### src/rtl/srl_fifo_read_stage.sv
// srl_fifo_read_stage
//
// SRL-based dataflow-channel FIFO with a registered show-ahead read stage.
// A DEPTH-entry shift-register array holds queued words. The oldest word is
// moved into an output register, so the consumer sees flop-driven
// if_dout/if_empty_n. Total capacity is DEPTH+1 words: DEPTH in the array
// plus one in the output stage.
//
// Ports
//   clk          rising-edge clock
//   reset        asynchronous, active-high reset
//   if_full_n    1 = a write is accepted this cycle (registered)
//   if_write_ce  write clock-enable
//   if_write     write request
//   if_din       write data
//   if_empty_n   1 = if_dout holds a valid head-of-queue word (registered)
//   if_read_ce   read clock-enable
//   if_read      read request
//   if_dout      head-of-queue data (registered)
module srl_fifo_read_stage #(
  parameter int DATA_WIDTH = 1,
  parameter int ADDR_WIDTH = 1,
  parameter int DEPTH      = 2
) (
  input  logic                  clk,
  input  logic                  reset,
  output logic                  if_full_n,
  input  logic                  if_write_ce,
  input  logic                  if_write,
  input  logic [DATA_WIDTH-1:0] if_din,
  output logic                  if_empty_n,
  input  logic                  if_read_ce,
  input  logic                  if_read,
  output logic [DATA_WIDTH-1:0] if_dout
);

  // Counter must represent 0..DEPTH inclusive.
  localparam int CNT_W = $clog2(DEPTH + 1);

  logic [DATA_WIDTH-1:0] srl_mem [DEPTH];
  logic [CNT_W-1:0]      srl_cnt;
  logic [CNT_W-1:0]      srl_cnt_next;
  logic [ADDR_WIDTH-1:0] rd_addr;
  logic [DATA_WIDTH-1:0] rd_data;
  logic                  out_valid;
  logic                  out_valid_next;
  logic                  push;
  logic                  pop;
  logic                  load;

  // Handshakes qualify on the registered flags, so requests made while
  // full or empty are simply dropped.
  assign push = if_write & if_write_ce & if_full_n;
  assign pop  = if_read  & if_read_ce  & out_valid;

  // Refill the output stage whenever it is empty or being drained this cycle.
  assign load = (srl_cnt != '0) & (~out_valid | pop);

  // Oldest entry sits at srl_cnt-1. The read uses the pre-shift count, which
  // stays correct on a simultaneous push+load: the shift moves the next-oldest
  // word up by one while the count is unchanged.
  assign rd_addr = ADDR_WIDTH'(srl_cnt - CNT_W'(1));
  assign rd_data = srl_mem[rd_addr];

  always_comb begin
    // NOTE: every always_comb output gets a default first so no path through
    // the block leaves it unassigned, which would infer a latch.
    srl_cnt_next   = srl_cnt;
    out_valid_next = out_valid;

    srl_cnt_next = srl_cnt + CNT_W'(push) - CNT_W'(load);

    if (load) begin
      out_valid_next = 1'b1;
    end else if (pop) begin
      out_valid_next = 1'b0;
    end
  end

  // Storage shifts on push. It has no reset: stale contents are unreachable
  // once srl_cnt is cleared.
  // NOTE: the data array is deliberately left out of reset; a reset on a
  // memory prevents SRL/RAM mapping and buys nothing here.
  always_ff @(posedge clk) begin
    if (push) begin
      for (int i = DEPTH - 1; i > 0; i--) begin
        srl_mem[i] <= srl_mem[i-1];
      end
      srl_mem[0] <= if_din;
    end
  end

  // NOTE: sequential state uses non-blocking assignments so that all flops
  // sample pre-edge values regardless of statement order.
  always_ff @(posedge clk or posedge reset) begin
    if (reset) begin
      srl_cnt   <= '0;
      out_valid <= 1'b0;
      if_full_n <= 1'b1;
      if_dout   <= '0;
    end else begin
      srl_cnt   <= srl_cnt_next;
      out_valid <= out_valid_next;
      if_full_n <= (srl_cnt_next != CNT_W'(DEPTH));
      if (load) begin
        if_dout <= rd_data;
      end
    end
  end

  assign if_empty_n = out_valid;

endmodule

### config.mk
export PLATFORM = sky130hd
export DESIGN_NAME = srl_fifo_read_stage
export DESIGN_NICKNAME = d
export VERILOG_FILES = /design/src/rtl/srl_fifo_read_stage.sv
export SDC_FILE = /design/constraint.sdc
export NUM_CORES = 1
export LEC_CHECK = 0
export BUFFER_PORTS_ARGS = -buffer_cell sky130_fd_sc_hd__buf_4
export CORE_AREA = 4 4 41 43
export DETAILED_ROUTE_END_ITERATION = 16
export DIE_AREA = 0 0 45 47
export SYNTH_ARGS = -nofsm -noshare
export SYNTH_HDL_FRONTEND = slang
export SYNTH_SLANG_ARGS = --single-unit
### constraint.sdc
create_clock -name clk -period 3.85 [get_ports clk]
set_input_delay 0.1925 -clock clk [delete_from_list [all_inputs] [get_ports clk]]
set_output_delay 0.1925 -clock clk [all_outputs]
set_load 0.01 [all_outputs]
# After elaboration in Yosys (flattened, before gate mapping)
# Memory sizes are Yosys's and may differ from the RTL's. A register that Yosys moved wholly into a read port is not among the register bits.
# Index checks and enable logic that the tools add are counted.
# W data, S select, Z words.
[classes] n_addsub=3 n_eq_ne=1 mux=4 bitwise=7 n_reduce_logical=2
[ops] operator="$and A1 B1 Y1" count=5
[ops] operator="$mux W1" count=4
[ops] operator="$reduce_bool A2 Y1" count=2
[ops] operator="$add A2 B1 Y2" count=1
[ops] operator="$ne A2 B2 Y1 const B" count=1
[ops] operator="$sub A2 B1 Y2" count=1
[ops] operator="$not A1 Y1" count=1
[ops] operator="$or A1 B1 Y1" count=1
[ops] operator="$sub A1 B1 Y1 const B" count=1
[word_totals] register_bits=4 ramBits=2 in_bits=7 output_inout_bits=3 elab_cells=21 n_memories=1
[memory_table] memory="srl_mem" words=2 word_bits=1 rd=2 rd_ports_with_merged_regs=1 write_ports=2 line="40" source="logic [DATA_WIDTH-1:0] srl_mem [DEPTH];"

# Logic depth before layout (Yosys ltp)
[logic_depth] depth_word=6 mapped_depth=8

# Least setup slack after synthesis
# No wires, ideal clock.
[synth_path] path_type="flip-flop to flip-flop" from="reg out_valid, in the netlist if_empty_n" to="reg if_full_n" setup_ns=0.081 arrival_time_ns=1.485 t_required_ns=3.769 slack_ns=2.284 path_stages_with_launch=9 synth_period_minus_slack_ns=1.566 cell_sequence="dfrtp_1 -> a21boi_1 -> nor2_2 -> ha_1 -> inv_1 -> ha_1 -> xnor2_1 -> xnor2_1 -> nand2b_1"
[synth_between] elab_chain_cells=5 elab_cells_between_ends=6 cone_classes="add/sub: 1; eq/ne: 1; bitwise: 4"
[synth_lines] element="start, declared" line="45" source="logic out_valid;"
[synth_lines] element="start signal, assigned" line="103" source="out_valid <= out_valid_next;"
[synth_lines] element="$and A1 B1 Y1 or $not A1 Y1 (tied branches)" line="54, 57"
[synth_lines] element="$or A1 B1 Y1 *" line="57" source="assign load = (srl_cnt != '0) & (~out_valid | pop);"
[synth_lines] element="$and A1 B1 Y1 *" line="57"
[synth_lines] element="named net load" line="49" source="logic load;"
[synth_lines] element="$sub A2 B1 Y2 *" line="71" source="srl_cnt_next = srl_cnt + CNT_W'(push) - CNT_W'(load);"
[synth_lines] element="named net srl_cnt_next[1]" line="42" source="logic [CNT_W-1:0] srl_cnt_next;"
[synth_lines] element="$ne A2 B2 Y1 *" line="104" source="if_full_n <= (srl_cnt_next != CNT_W'(DEPTH));"
[synth_lines] element="end signal, assigned" line="104"
[synth_lines] element="end, declared" line="27" source="output logic if_full_n,"
# Mark *: on every way through the listed nets, which the timed path passes. The rest lies on a longest branch.
# A chain may end at the register's enable or synchronous reset.

# Worst setup path in the final report
# Same ends and word-level chain as after synthesis.

==> key figures <==
Status
  – Outcome: completed

STA
  – Final setup violation count: 0
  – Final hold violation count: 0
  – Fmax: 0.619 GHz
  – RSZ-0062 raised after global routing: false
  – Final Max Slew Viols: 0
  – Post-layout min period: 1.62 ns
  – Fin Setup TNS: 0 ns
  – Worst-Margin Slew: around 0.19 ns
  – Slew margin rel.: 0.872
  – Max Clock Skew: 0.00244 ns
  – Part of the cycle the worst path needs: 0.420

Yosys
  – Simple-Gate Fraction of Synth Area: 0.0913
  – Mux share of post-synthesis cell area: 0.0871
  – #FFs+latches synth: 7
  – Compound-gate portion of the synthesized area: 0.0249
  – Post-synth cell types: 13
  – Adder-Cell Fraction of Synth Area: 0.0830
  – Synth Net Count: 31
  – Seq/Total Area, Yosys: 0.618
  – Mapped cell area: roughly 300 um^2
  – Area contributors post-synth: dfrtp_1, edfxtp_1, dfstp_2
  – Syn Inst Count: 22
  – Largest family of logic cells by synthesized area: simple AND/OR/NAND/NOR gates
  – Syn_area_per_cell: 13.7 um^2
  – Largest area contributor in the netlist: dfrtp_1
  – Synth top area share: 0.332
  – XOR/XNOR share of the synthesized area: 0.0581
  – Yosys warns: 0

Critical path
  – CP delay by family, top: adder cells
  – Slowest CP cell: dfrtp_1
  – R2R setup slack: 2.23 ns
  – Req. time, crit path: between 4 and 5 ns
  – Data arrival time of the worst path: around 1.8 ns
  – CP max stage delay: 0.34 ns
  – CP Capture Type: flop
  – Worst r2r src: if_empty_n$_DFFE_PP0P_
  – Buffer and inverter count on the worst path: 1
  – CP cell instances: a21boi_1, nor2_2, ha_1, inv_1, ha_1, xnor2_1, xnor2_1, nand2b_1
  – Worst Reg-to-Reg Cells: 8
  – Reg2reg end: if_full_n$_DFF_PP1_
  – Critical path class: reg -> reg
  – CP Launch Type: flop
  – Crit-path max FO: 2

Power and ir drop
  – VDD IR max: 0.259 mV
  – Static Leak: 0.198 nW
  – Power Density: 708 mW/mm^2

Die
  – Core area: 0.00130 mm^2
  – I/O Pins: 10
  – Initial core utilization: 0.232
  – Die width: between 40 and 50 um
  – Rows: 13
  – Die span in y: roughly 47 um
  – Die area: 0.00212 mm^2

Place
  – Placed Area: between 300 and 400 um^2
  – RD Place Congestion: between 0.7 and 0.8
  – IO buf count: 9
  – Post-DP HPWL: roughly 410 um

Route
  – Via Count: 203
  – Post-DRT Antenna Nets: 0
  – WL final: 518 um
  – Drt pass-1 iters: 3
  – Routed length per instance: about 10 um
  – DRC errors left: 0
  – Vias per cell: roughly 4.0
  – Initial DRC Count: 3

CTS
  – Clk buf depth: 2
  – Post-CTS sizing: 0
  – Setup Buffers After CTS: 0
  – CTS H-Tree Depth: 1
  – Root Buffer: clkbuf_4
  – Worst skew pair latency: 0.25 ns
  – Clock-pin slew on the worst setup and hold paths: 0.05 ns
  – Clock sinks: 7
  – TritonCTS clock tree: built
  – TritonCTS buffer count: 3

Worst hold path
  – HP Start: if_din
  – WHS Path Cells: 1
  – Hold Crit Class: in -> reg
  – Hold Path End: srl_mem[0]$_DFFE_PP_

GRT
  – Initial antenna violation count: 0
  – Largest net degree at the start of global routing: 6
  – GRT Overall Usage: 0.0623
  – First-pass GRT wire length: roughly 800 um
  – Number of global-route vias before repair: about 210
  – Total gr overflow: 0

Flow run
  – MaxCap Viol Count: 0

Layout
  – Area added between synthesis and finish: 40.7%
  – Fin nets: 46
  – Fill count: 135
  – Final instance area: between 400 and 500 um^2
  – Ratio of cells with drive above 1 in the final layout: 0.417
  – Ant diodes: 0
  – Final Util: 0.326
==> sequential cells by signal, summed over array words and instances (netlist names) <==
name,cells
if_full_n,1
if_empty_n,1
srl_mem,2
if_dout,1
srl_cnt,2
==> placed cells by master (no fill, tap or decap), drive strengths merged <==
cell	netlist	layout
a21boi	1	1
nand3	1	1
ha	2	2
xnor2	2	2
dfstp	1	1
inv	3	3
dlygate4sd3	0	1
dfrtp	4	4
edfxtp	2	2
nand2b	2	2
nor2	2	2
buf	0	9
mux2	2	2
clkbuf	0	4
==> synthesized netlist by cell type <==
| cell type | number |
|---|---|
| dfrtp_1 | 4 |
| inv_1 | 3 |
| edfxtp_1 | 2 |
| ha_1 | 2 |
| nand2b_1 | 2 |
| xnor2_1 | 2 |
| a21boi_1 | 1 |
| dfstp_2 | 1 |
| mux2_1 | 1 |
| mux2_4 | 1 |
| nand3_1 | 1 |
| nor2_1 | 1 |
| nor2_2 | 1 |
==> worst max path at each step <==
stage          cells after the start             endpoint  slack (ns)                    from
5_1_grt                            8  if_full_n$_DFF_PP1_        2.12    srl_cnt[0]$_DFF_PP0_
2_1_floorplan                      8  if_full_n$_DFF_PP1_        2.28  if_empty_n$_DFFE_PP0P_
4_1_cts                            8  if_full_n$_DFF_PP1_        2.22    srl_cnt[0]$_DFF_PP0_
3_5_place_dp                       8  if_full_n$_DFF_PP1_        2.24    srl_cnt[0]$_DFF_PP0_
6_report                           8  if_full_n$_DFF_PP1_        2.23  if_empty_n$_DFFE_PP0P_
3_3_place_gp                       8  if_full_n$_DFF_PP1_        2.27  if_empty_n$_DFFE_PP0P_
==> report_power, final <==
part	internal [W]	switching [W]	total [W]
logic	0.0000623	0.0000467	0.000109
registers	0.000107	0.0000163	0.000123
clock network	0.0000396	0.0000284	0.0000680
total	0.000209	0.0000915	0.000300
==> stage by stage <==
stage	std cells	hold WS (ns)	setup slack (ns)	power, W
after detailed placement	46	0.107	2.24	0.000233
after floorplan	22	-0.0297	2.28	0.000197
after global routing	51	0.105	2.12	0.000321
after CTS	51	0.111	2.22	0.000305
after global placement	46	0.103	2.27	0.000228
final	51	0.118	2.23	0.000300
==> cell families after synthesis <==
logic type,Yosys count
buf+inv,3
compound gates,1
mux,2
fa+ha+maj,2
xor+xnor,2
simple gates,5
flops,7
==> metal layers <==
metal  GRT usage  up-vias  share of wire
met1      0.0562       93           0.40
met5           0        -              0
met2      0.0847        7           0.47
met4      0.0877        0          0.060
li1            -       98              -
met3      0.0345        5          0.071
==> layout make-up <==
| class | count | area (um^2) | share of cell area |
|---|---|---|---|
| Tap cell | 15 | 18.8 | 0.0442 |
| Sequential cell | 7 | 186 | 0.440 |
| Clock buffer | 4 | 26.3 | 0.0619 |
| Inverter | 3 | 11.3 | 0.0265 |
| Multi-Input combinational cell | 12 | 104 | 0.245 |
| Timing Repair Buffer | 10 | 77.6 | 0.183 |
==> repair_timing <==
item / 4_1_cts / 5_1_grt
hold endpoints to repair: 4 / 0
hold buffers: 1 / 0
endpoints found under the setup margin: 0 / 0
No activity file was read; power rests on OpenSTA's default activity.
